==> src/rtl/ff4_reader.sv <==
// Samples an enabled upstream register into a FWFT buffer, optionally keeping only changed values.
// Latency: one edge from qualifying sample to dout; a full buffer drops new samples and sets overflow.
module ff4_reader #(
  parameter int WIDTH       = 4,
  parameter int DEPTH       = 4,
  parameter int CHANGE_ONLY = 1
) (
  input  logic                     clk,
  input  logic                     reset,
  input  logic                     en,
  input  logic [WIDTH-1:0]         q_in,
  input  logic                     rd_en,
  output logic [WIDTH-1:0]         dout,
  output logic                     valid,
  output logic                     full,
  output logic [$clog2(DEPTH):0]   count,
  output logic                     overflow
);

  localparam int AW = $clog2(DEPTH);
  localparam logic [AW:0] CNT_ONE  = (AW+1)'(1);
  localparam logic [AW:0] CNT_LAST = (AW+1)'(DEPTH - 1);

  typedef enum logic [1:0] {
    S_EMPTY,
    S_PARTIAL,
    S_FULL
  } state_t;

  state_t            state;
  logic [WIDTH-1:0]  mem [DEPTH];
  logic [AW-1:0]     wptr;
  logic [AW-1:0]     rptr;
  logic [WIDTH-1:0]  last;
  logic              seen;
  logic              qualify;
  logic              push;
  logic              pop;

  // The first sample after reset always qualifies, even if it matches the cleared last value.
  assign qualify = en & ((CHANGE_ONLY == 0) | ~seen | (q_in != last));
  assign pop     = rd_en & valid;
  assign push    = qualify & (~full | pop);
  assign dout    = mem[rptr];

  always_ff @(posedge clk or negedge reset) begin
    if (!reset) begin
      state    <= S_EMPTY;
      wptr     <= '0;
      rptr     <= '0;
      count    <= '0;
      valid    <= 1'b0;
      full     <= 1'b0;
      overflow <= 1'b0;
      last     <= '0;
      seen     <= 1'b0;
      for (int i = 0; i < DEPTH; i++) begin
        mem[i] <= '0;
      end
    end else begin
      if (en) begin
        last <= q_in;
        seen <= 1'b1;
      end
      if (push) begin
        mem[wptr] <= q_in;
        wptr      <= wptr + 1'b1;
      end
      if (pop) begin
        rptr <= rptr + 1'b1;
      end
      if (qualify & full & ~pop) begin
        overflow <= 1'b1;
      end
      if (push & ~pop) begin
        count <= count + 1'b1;
      end else if (pop & ~push) begin
        count <= count - 1'b1;
      end

      // Flags are registered alongside count so they never glitch on input changes.
      case (state)
        S_EMPTY: begin
          if (push) begin
            state <= S_PARTIAL;
            valid <= 1'b1;
          end
        end
        S_PARTIAL: begin
          if (push & ~pop & (count == CNT_LAST)) begin
            state <= S_FULL;
            full  <= 1'b1;
          end else if (pop & ~push & (count == CNT_ONE)) begin
            state <= S_EMPTY;
            valid <= 1'b0;
          end
        end
        S_FULL: begin
          if (pop & ~push) begin
            state <= S_PARTIAL;
            full  <= 1'b0;
          end
        end
        default: begin
          state <= S_EMPTY;
          valid <= 1'b0;
          full  <= 1'b0;
        end
      endcase
    end
  end

endmodule

==> config.mk <==
export PLATFORM = sky130hd
export DESIGN_NAME = ff4_reader
export DESIGN_NICKNAME = d
export VERILOG_FILES = /design/src/rtl/ff4_reader.sv
export SDC_FILE = /design/constraint.sdc
export NUM_CORES = 1
export LEC_CHECK = 0
export CAP_MARGIN = 20
export CORE_ASPECT_RATIO = 0.5
export CORE_MARGIN = 2
export CORE_UTILIZATION = 40
export DETAILED_ROUTE_END_ITERATION = 16
export GPL_TIMING_DRIVEN = 0
export PLACE_DENSITY_LB_ADDON = 0.3
export SLEW_MARGIN = 15
export SYNTH_ARGS = -nofsm -noshare
export SYNTH_HDL_FRONTEND = slang
export SYNTH_SLANG_ARGS = --single-unit
==> constraint.sdc <==
create_clock -name clk -period 2.6 [get_ports clk]
set_input_delay 0.52 -clock clk [delete_from_list [all_inputs] [get_ports clk]]
set_output_delay 0.52 -clock clk [all_outputs]
set_load 0.01 [all_outputs]
Word level (Yosys, flattened, before mapping):

Index checks and enable logic that the tools add are counted.

* input port bits: 8
* register bits after elaboration: 33
* word-level logic and storage cells: 76
* output and inout bits: 10

* $lt $le $gt $ge: 3
* bitwise gates (word level): 19
* equal/unequal tests: 11
* mux-type cells: 20
* reduce and logical (&&, ||, !) cells: 6
* add/sub/neg operators: 4

Operator list (number)
* $bwmux W16: 1
* $mux W4: 3
* $ne A2 B2 Y1 const B: 5
* $and A1 B1 Y1: 9
* $bmux W4 S2: 1
* $demux W4 S2: 1
* $mux W2: 4
* $ge A3 B3 Y1 const B: 2
* $mux W3: 2
* $not A1 Y1: 6
* $not A2 Y3: 2
* $pmux W1 S3: 2
* $pmux W2 S3: 1
* $reduce_and A3 Y1: 2
* $mux W1: 5
* $add A2 B1 Y2 const B: 2
* $ne A4 B4 Y1: 1
* $reduce_and A4 Y1: 1
* $add A3 B1 Y3 const B: 1
* $eq A3 B1 Y1 const B: 1
* $eq A3 B2 Y1 const B: 1
* $lt A3 B1 Y1 const B: 1
* $ne A3 B3 Y1 const B: 1
* $sub A3 B1 Y3 const B: 1
* other kinds (6): 7

Depth between registers and ports, before layout:

Gate-level depths: netlist of the first run.

* depth after elaboration: 10
* depth in mapped cells: 9
* depth with buffers taken out: 9

Worst setup path before layout of the first run:

Ideal clock, no wire load.

* path type: input port to flip-flop
* start: input port q_in[3]
* end: register valid
* setup time: 128 ps
* required time: 2472 ps
* stages on the path: 9
* slack: 506 ps
* path buffers: 0
* arrival time: 1966 ps
* cells stage by stage: xnor2_1 nand3_4 o211ai_4 inv_1 ha_1 nand2_1 a41oi_1 o21ai_0 o31ai_1

* word-level cells in the longest chain between the ends: 9
* elaborated cells on any way between the ends: 13
* classes of those cells: eq/ne: 4; bitwise: 8; reduce/logical: 1

Ends and longest elaborated chain
* start, declared: RTL line 11 `input logic [WIDTH-1:0] q_in,`
* $ne A4 B4 Y1 *: RTL line 41 `assign qualify = en & ((CHANGE_ONLY == 0) | ~seen | (q_in != last));`
* $or A1 B1 Y1 *: RTL line 41
* $and A1 B1 Y1 *: RTL line 41
* $and A1 B1 Y1 *: RTL line 43 `assign push = qualify & (~full | pop);`
* net push: RTL line 37 `logic push;`
* $not A1 Y1: RTL line 93 `end else if (pop & ~push & (count == CNT_ONE)) begin`
* $and A1 B1 Y1 (2 in series): RTL line 93
* $ne A2 B2 Y1 (no line)
* $reduce_and A4 Y1 (no line) *
* end signal, assigned: RTL line 86 `valid <= 1'b1;`
* end signal, assigned: RTL line 95 `valid <= 1'b0;`
* end signal, assigned: RTL line 106 `valid <= 1'b0;`
* end, declared: RTL line 14 `output logic valid,`

Mark *: on every way through the listed nets, which the timed path passes. The rest lies on a longest branch.
A chain may end at the register's enable or synchronous reset.

Worst setup path in the final report of the first run:

* start: input port q_in[1]
* end: register valid

The elaborated chain is that of the path after synthesis.

==> results of run 1 <==
==> sequential cells by signal, summed over array words and instances (netlist names) <==
register / count
overflow: 1
last: 4
count: 3
state: 2
wptr: 2
mem: 16
valid: 1
full: 1
seen: 1
rptr: 2
==> timing repair <==
action | CTS | global route
pin swaps | 0 | 4
setup endpoints to repair | 1 | 2
resized for setup | 0 | 4
setup buffers | 0 | 6
==> worst min path at each step <==
stage	from	end	slack, ns
global route	reset	count[0]	0.35
floorplan	reset	count[0]	0.22
global placement	overflow	overflow	0.46
CTS	reset	mem[14]	0.31
finish	reset	count[0]	0.28
detailed placement	overflow	overflow	0.48
==> cells by family after synthesis <==
kind of cell | synth area share
compound gates | 0.128
simple gates | 0.0490
buf+inv | 0.0227
mux | 0.193
fa+ha+maj | 0.0732
flops | 0.483
xor+xnor | 0.0505
==> cell usage in the layout, fill, tap and decap left out, types with 2 or more instances in the layout <==
cell type	count
dfrtp_1	33
mux2_1	16
clkdlybuf4s50_1	14
ha_1	10
inv_1	8
o21ai_0	6
buf_4	6
xnor2_1	5
clkbuf_8	5
nand2_1	4
mux4_2	4
mux2_2	4
o2111ai_4	4
nor2_1	4
xnor2_2	3
nand2_2	2
buf_2	2
o31ai_1	2
a32o_1	2
bufinv_16	2
dlymetal6s2s_1	2
==> per-stage QoR <==
| step | total power [mW] | hold WS, ns |
|---|---|---|
| after detailed placement | 1.93 | 0.476 |
| after CTS | 2.50 | 0.314 |
| after global routing | 2.69 | 0.345 |
| after global placement | 1.89 | 0.460 |
| after floorplan | 1.56 | 0.224 |
| final | 2.50 | 0.281 |
==> layer usage <==
layer  GRT usage  vias up  part of all wire
met2       0.225       18              0.48
li1            -      495                 -
met3      0.0495        5             0.043
met4      0.0493        0             0.012
met1       0.186      523              0.46
met5           0        -                 0
==> where the power goes <==
group | switching, mW | internal, mW
clock | 0.189 | 0.381
combinational | 0.423 | 0.593
sequential | 0.181 | 0.732
==> worst reg2reg max path: stages, from the launching register on <==
cell,delay [ns]
dfrtp_1,0.41
xnor2_2,0.20
nand3_4,0.19
o211ai_4,0.25
inv_1,0.07
ha_1,0.29
nand2_1,0.13
a41oi_1,0.13
o21ai_0,0.16
o31ai_1,0.09
==> layout make-up <==
type / count / area [µm²] / area share
timing repair buffer: 23 / 215 / 0.101
tap: 54 / 67.6 / 0.0316
multi-input combinational: 78 / 860 / 0.402
clock inverter: 3 / 65.1 / 0.0304
inverter: 8 / 30.0 / 0.0141
clock buffer: 5 / 68.8 / 0.0322
sequential: 33 / 826 / 0.386
buffer: 1 / 5.00 / 0.00234
==> results.yml, run 1 <==
cts:
  cts.sinks: 33
  cts.path.max_buffers: 2
  cts_tree: "built"
  cts_hold_buf: 0
  clkTransAtPathRegs_ns: 0.07
  clock_latency_ns: 0.29
  htreeDepth: 2
  cts_root_buf: "clkbuf_8"
  cts_inserted_buffers: 5
worst_setup_path:
  r2r_slack_ns: 0.56
  cpMaxStageDelayCell: "clkdlybuf4s50_1"
  reg2reg_from: "last[2]"
  critPathBufInv: 2
  worstSetupStartpointType: "input pin"
  crit_arrival_ns: 2.58
  critical_path.max_fanout: 7
  required_ns: 2.76
  rr_endpoint: "valid"
  cp-endpoint: "valid"
  cp.depth: 10
  crit_chain: "clkdlybuf4s50_1 > xnor2_2 > nand3_4 > o211ai_4 > inv_1 > ha_1 > nand2_1 > a41oi_1 > o21ai_0 > o31ai_1"
  cpPeakStageDelay_ns: 0.59
  crit_type: "input pin to flip-flop"
  endpoint_kind: "flip-flop"
  r2r.worst_path.cells: 9
  critical_path.top_delay_family: "buffers and inverters"
  crit_start: "q_in[1]"
logic_synthesis:
  synth_warnings: 0
  syn_nets: 139
  synth_top_area_frac: 0.483
  yosysMostFrequentCell: "dfrtp_1"
  async_flop_share: 1.00
  yosysTopAreaCell: "dfrtp_1"
  yosysSeqAreaShare: 0.483
  syn-mean-instance-area_um2: 14.1
  synth_commonest_cells: "33 x dfrtp_1, 16 x mux2_1, 10 x ha_1, 8 x inv_1, 7 x xnor2_1"
  synth_edf_count: 0
  synth_seq_cells: 33
  syn_inst: 121
  synth.area.top_cells: "dfrtp_1 48%, mux2_1 11%, ha_1 7.3%, o2111ai_4 6.1%, mux4_2 5.3%"
  synth_area_mm2: 0.00171
  ys.flop_type: "dfrtp_1"
  yosysUniqueCellTypes: 29
sta:
  layout_min_cycle_time_ns: 2.42
  fin_crit_sh: 0.931
  final_max_slew_viol_count: 0
  worstMarginPinSlew_ns: 0.716
  layout_setup_ws_ns: 0.180
  setup_viol: 0
  relSlewSlack: 0.523
  fmax_mhz: 413
  hold_viol: 0
  fin_worst_skew_ns: 0.00898
  rsz0062_at_grt: "false"
  fin_tns_setup_ns: 0
place:
  place.gp.congestion: 0.738
  hpwlAfterDp_um: 2080
  post-place-ws_ns: -0.277
  place_inst: 192
  port_buffers: 17
  postPlaceCellArea_mm2: 0.00194
detailed_routing:
  wirelength_um: 2920
  ant_nets: 0
  viasPerCell: 5.08
  firstDrtPassIters: 4
  detail_route.iter0.violations: 24
  wl_per_cell_um: 14.3
  vias: 1041
  drc: 0
cells_and_area:
  final_util: 0.534
  drive_gt1_frac: 0.245
  stdcell_area_mm2: 0.00214
  instances_no_fill: 205
  final_net_count: 168
  num-fill-cells: 352
  num_antenna_cells: 0
  area_growth_pct: 25.0
job:
  cap_violations: 0
global_route:
  grt.total_usage: 0.143
  grt_max_degree: 34
  grt_pass1_vias: 1078
  antenna_found_initial: 0
  grt-ovfl-total: 0
  grt_pass1_wl_um: 5060
floorplanning:
  fp-row-count: 16
  die_w_um: 96.4
  die_height_um: 50.2
  coreArea_mm2: 0.00400
  initial_core_util: 0.427
  ioPinCount: 18
  fp.dieArea_mm2: 0.00484
worst_hold_path:
  hold_class: "input pin to asynchronous set/reset pin"
power:
  irDropWorstVdd_v: 0.000542
  power.density_mw_per_mm2: 1170
  leakagePower_nw: 0.914
run_status:
  status: "finished, final reports clean"
(Power assumes the default switching activity.)
==> run 2: changes to the inputs <==
--- a/config.mk
+++ b/config.mk
@@ -5,7 +5,7 @@
 export SDC_FILE = /design/constraint.sdc
 export NUM_CORES = 1
 export LEC_CHECK = 0
-export CAP_MARGIN = 20
+export ABC_CLOCK_PERIOD_IN_PS = 2600
 export CORE_ASPECT_RATIO = 0.5
 export CORE_MARGIN = 2
 export CORE_UTILIZATION = 40
==> results of run 2 <==
No change in the layout: final DEF, timing and power equal those of run 1.
==> run 3: changes to the inputs <==
--- a/config.mk
+++ b/config.mk
@@ -5,12 +5,13 @@
 export SDC_FILE = /design/constraint.sdc
 export NUM_CORES = 1
 export LEC_CHECK = 0
+export ABC_AREA = 1
 export ABC_CLOCK_PERIOD_IN_PS = 2600
 export CORE_ASPECT_RATIO = 0.5
 export CORE_MARGIN = 2
 export CORE_UTILIZATION = 40
+export CTS_BUF_LIST = sky130_fd_sc_hd__clkbuf_4 sky130_fd_sc_hd__clkbuf_8
 export DETAILED_ROUTE_END_ITERATION = 16
-export GPL_TIMING_DRIVEN = 0
 export PLACE_DENSITY_LB_ADDON = 0.3
 export SLEW_MARGIN = 15
 export SYNTH_ARGS = -nofsm -noshare
==> run 3 against run 2 <==
  * Maximum frequency up 0.71%
  * First-iteration DRC count rose to 3.3 times the previous value
  * Non-clock buffer count down 3
  * Highest routed layer unchanged
  * Cell area down 1.5%
  * Final cell count up 30%
  * Largest cell class is now registers
  * Critical path depth down 6
  * Clock power down 12%
==> results.yml, run 3 <==
cts:
  clkTransAtPathRegs_ns: 0.06
  cts.sinks: 33
  cts_hold_buf: 0
  cts_tree: "built"
  cts_inserted_buffers: 5
  cts_resized: 0
  post_cts_buffers: 0
  cts_root_buf: "clkbuf_8"
  clock_latency_ns: 0.28
  cts.path.max_buffers: 2
  htreeDepth: 2
detailed_routing:
  drc: 0
  detail_route.iter0.violations: 78
  viasPerCell: 4.82
  vias: 1283
  firstDrtPassIters: 4
  wirelength_um: 3250
  wl_per_cell_um: 12.2
  ant_nets: 0
cells_and_area:
  ff_latch_area_um2: 826
  final_cell_mix: "33 x dfrtp_1, 32 x nand2_1, 20 x inv_1"
  multi_input_area_um2: 801
  reg_top3: "mem x16, last x4, count x3"
  final_common_cell: "dfrtp_1"
  num_antenna_cells: 0
  area_growth_pct: 21.7
  num-fill-cells: 364
  largest_reg_flops: 16
  largest_register: "mem"
  final_net_count: 229
  drive_gt1_frac: 0.146
logic_synthesis:
  yosysSeqAreaShare: 0.478
  synth_xor_area_frac: 0.0253
  synth_warnings: 0
  syn_inst: 185
  synth.area.top_cells: "dfrtp_1 48%, ha_1 7.2%, nand2_1 6.9%, o21ai_0 4.9%, o21ai_1 4.9%"
  async_flop_share: 1.00
  synth_seq_cells: 33
  yosysUniqueCellTypes: 30
  yosysMostFrequentCell: "dfrtp_1"
  yosysTopAreaCell: "dfrtp_1"
  synth_commonest_cells: "33 x dfrtp_1, 32 x nand2_1, 20 x inv_1, 17 x o21ai_0, 17 x o21ai_1"
  synth_compound_area_frac: 0.144
  synth-simple-area-share: 0.221
  synth_top_family_by_area: "simple AND/OR/NAND/NOR gates"
  ys.flop_type: "dfrtp_1"
  synth.area.mux_share: 0
  syn_nets: 203
  syn-mean-instance-area_um2: 9.35
  synth_edf_count: 0
  synthAdderAreaFrac: 0.0724
  synth_top_area_frac: 0.478
  synth_area_mm2: 0.00173
worst_setup_path:
  required_ns: 2.08
  crit_chain: "inv_1 > o21ai_0 > o22ai_1 > clkdlybuf4s50_1"
  cpPeakStageDelay_ns: 0.56
  crit_type: "flip-flop to output port"
  critical_path.max_fanout: 10
  endpoint_kind: "output port"
  critical_path.top_delay_family: "buffers and inverters"
  worstSetupStartpointType: "flip-flop"
  crit_arrival_ns: 1.88
  critPathBufInv: 2
  cpMaxStageDelayCell: "clkdlybuf4s50_1"
floorplanning:
  ioPinCount: 18
  initial_core_util: 0.430
  fp-row-count: 16
  fp.dieArea_mm2: 0.00490
  die_w_um: 97.0
  die_height_um: 50.5
  coreArea_mm2: 0.00402
run_status:
  status: "finished, final reports clean"
power:
  finalPower_mw: 1.12
  power.density_mw_per_mm2: 533
  leakagePower_nw: 0.981
  irDropWorstVdd_v: 0.000382
worst_hold_path:
  hold_class: "flip-flop to flip-flop"
sta:
  fin_tns_setup_ns: 0
  setup_viol: 0
  rsz0062_at_grt: "false"
  hold_viol: 0
  layout_min_cycle_time_ns: 2.40
  fmax_mhz: 416
  relSlewSlack: 0.715
  fin_crit_sh: 0.924
  worstMarginPinSlew_ns: 0.427
  final_max_slew_viol_count: 0
  fin_worst_skew_ns: 0.00519
global_route:
  grt.total_usage: 0.150
  grt_pass1_wl_um: 5720
  grt_max_degree: 34
  grt_pass1_vias: 1254
  grt-ovfl-total: 0
  antenna_found_initial: 0
job:
  cap_violations: 0
place:
  hpwlAfterDp_um: 2430
  port_buffers: 17
  place.gp.congestion: 0.756
-- run 3: final cells by class --
| cell class | instances | share of cell area |
|---|---|---|
| clock inverters | 1 | 0.0143 |
| inverters | 24 | 0.0428 |
| repair buffers | 21 | 0.0951 |
| clock buffers | 7 | 0.0428 |
| multi-input cells | 126 | 0.380 |
| well taps | 54 | 0.0321 |
| flip-flops and latches | 33 | 0.392 |
-- run 3: cells by family after synthesis --
| group | count (synthesis) |
|---|---|
| and+or+nand+nor | 65 |
| AOI/OAI and AO/OA | 46 |
| DFF | 33 |
| buffers and inverters | 26 |
| adders and majority gates | 10 |
| xor gates and xnor gates | 5 |
-- run 3: routing by layer --
layer,track usage,vias to the layer above,share of wire
li1,-,661,-
met1,0.182,591,0.48
met2,0.263,29,0.48
met3,0.0432,2,0.041
met4,0.0493,0,0.0049
met5,0,-,0
-- run 3: through the flow --
step                hold WS, ns  utilization  area [µm²]  worst slack (ns)  std cells
floorplan                 0.224            -        1730             0.648        185
global placement          0.453        0.493        1980             0.188        258
detailed placement        0.461        0.493        1980             0.158        258
CTS                       0.481        0.523        2100             0.186        266
global route              0.502        0.523        2100            0.0549        266
finish                    0.477        0.523        2100             0.197        266
-- run 3: path summary, 6_finish.rpt --
| check | slack [ns] | cells after the start | from | to |
|---|---|---|---|---|
| max in group asynchronous | 1.65 | 2 | reset | mem[0] |
| min in group asynchronous | 0.64 | 2 | reset | count[2] |
| worst max register to register | 0.71 | 11 | valid | valid |
| worst min-delay path | 0.48 | 1 | overflow | overflow |
| worst max-delay path | 0.20 | 4 | rptr[0] | dout[3] |
| worst min register to register | 0.48 | 1 | overflow | overflow |
-- run 3: where the power goes --
group	total (mW)	switching, mW	internal, mW	leakage, nW
Sequential	0.531	0.00833	0.523	0.421
Combinational	0.0876	0.0523	0.0353	0.498
Clock	0.503	0.180	0.323	0.0619
Total	1.12	0.241	0.881	0.981
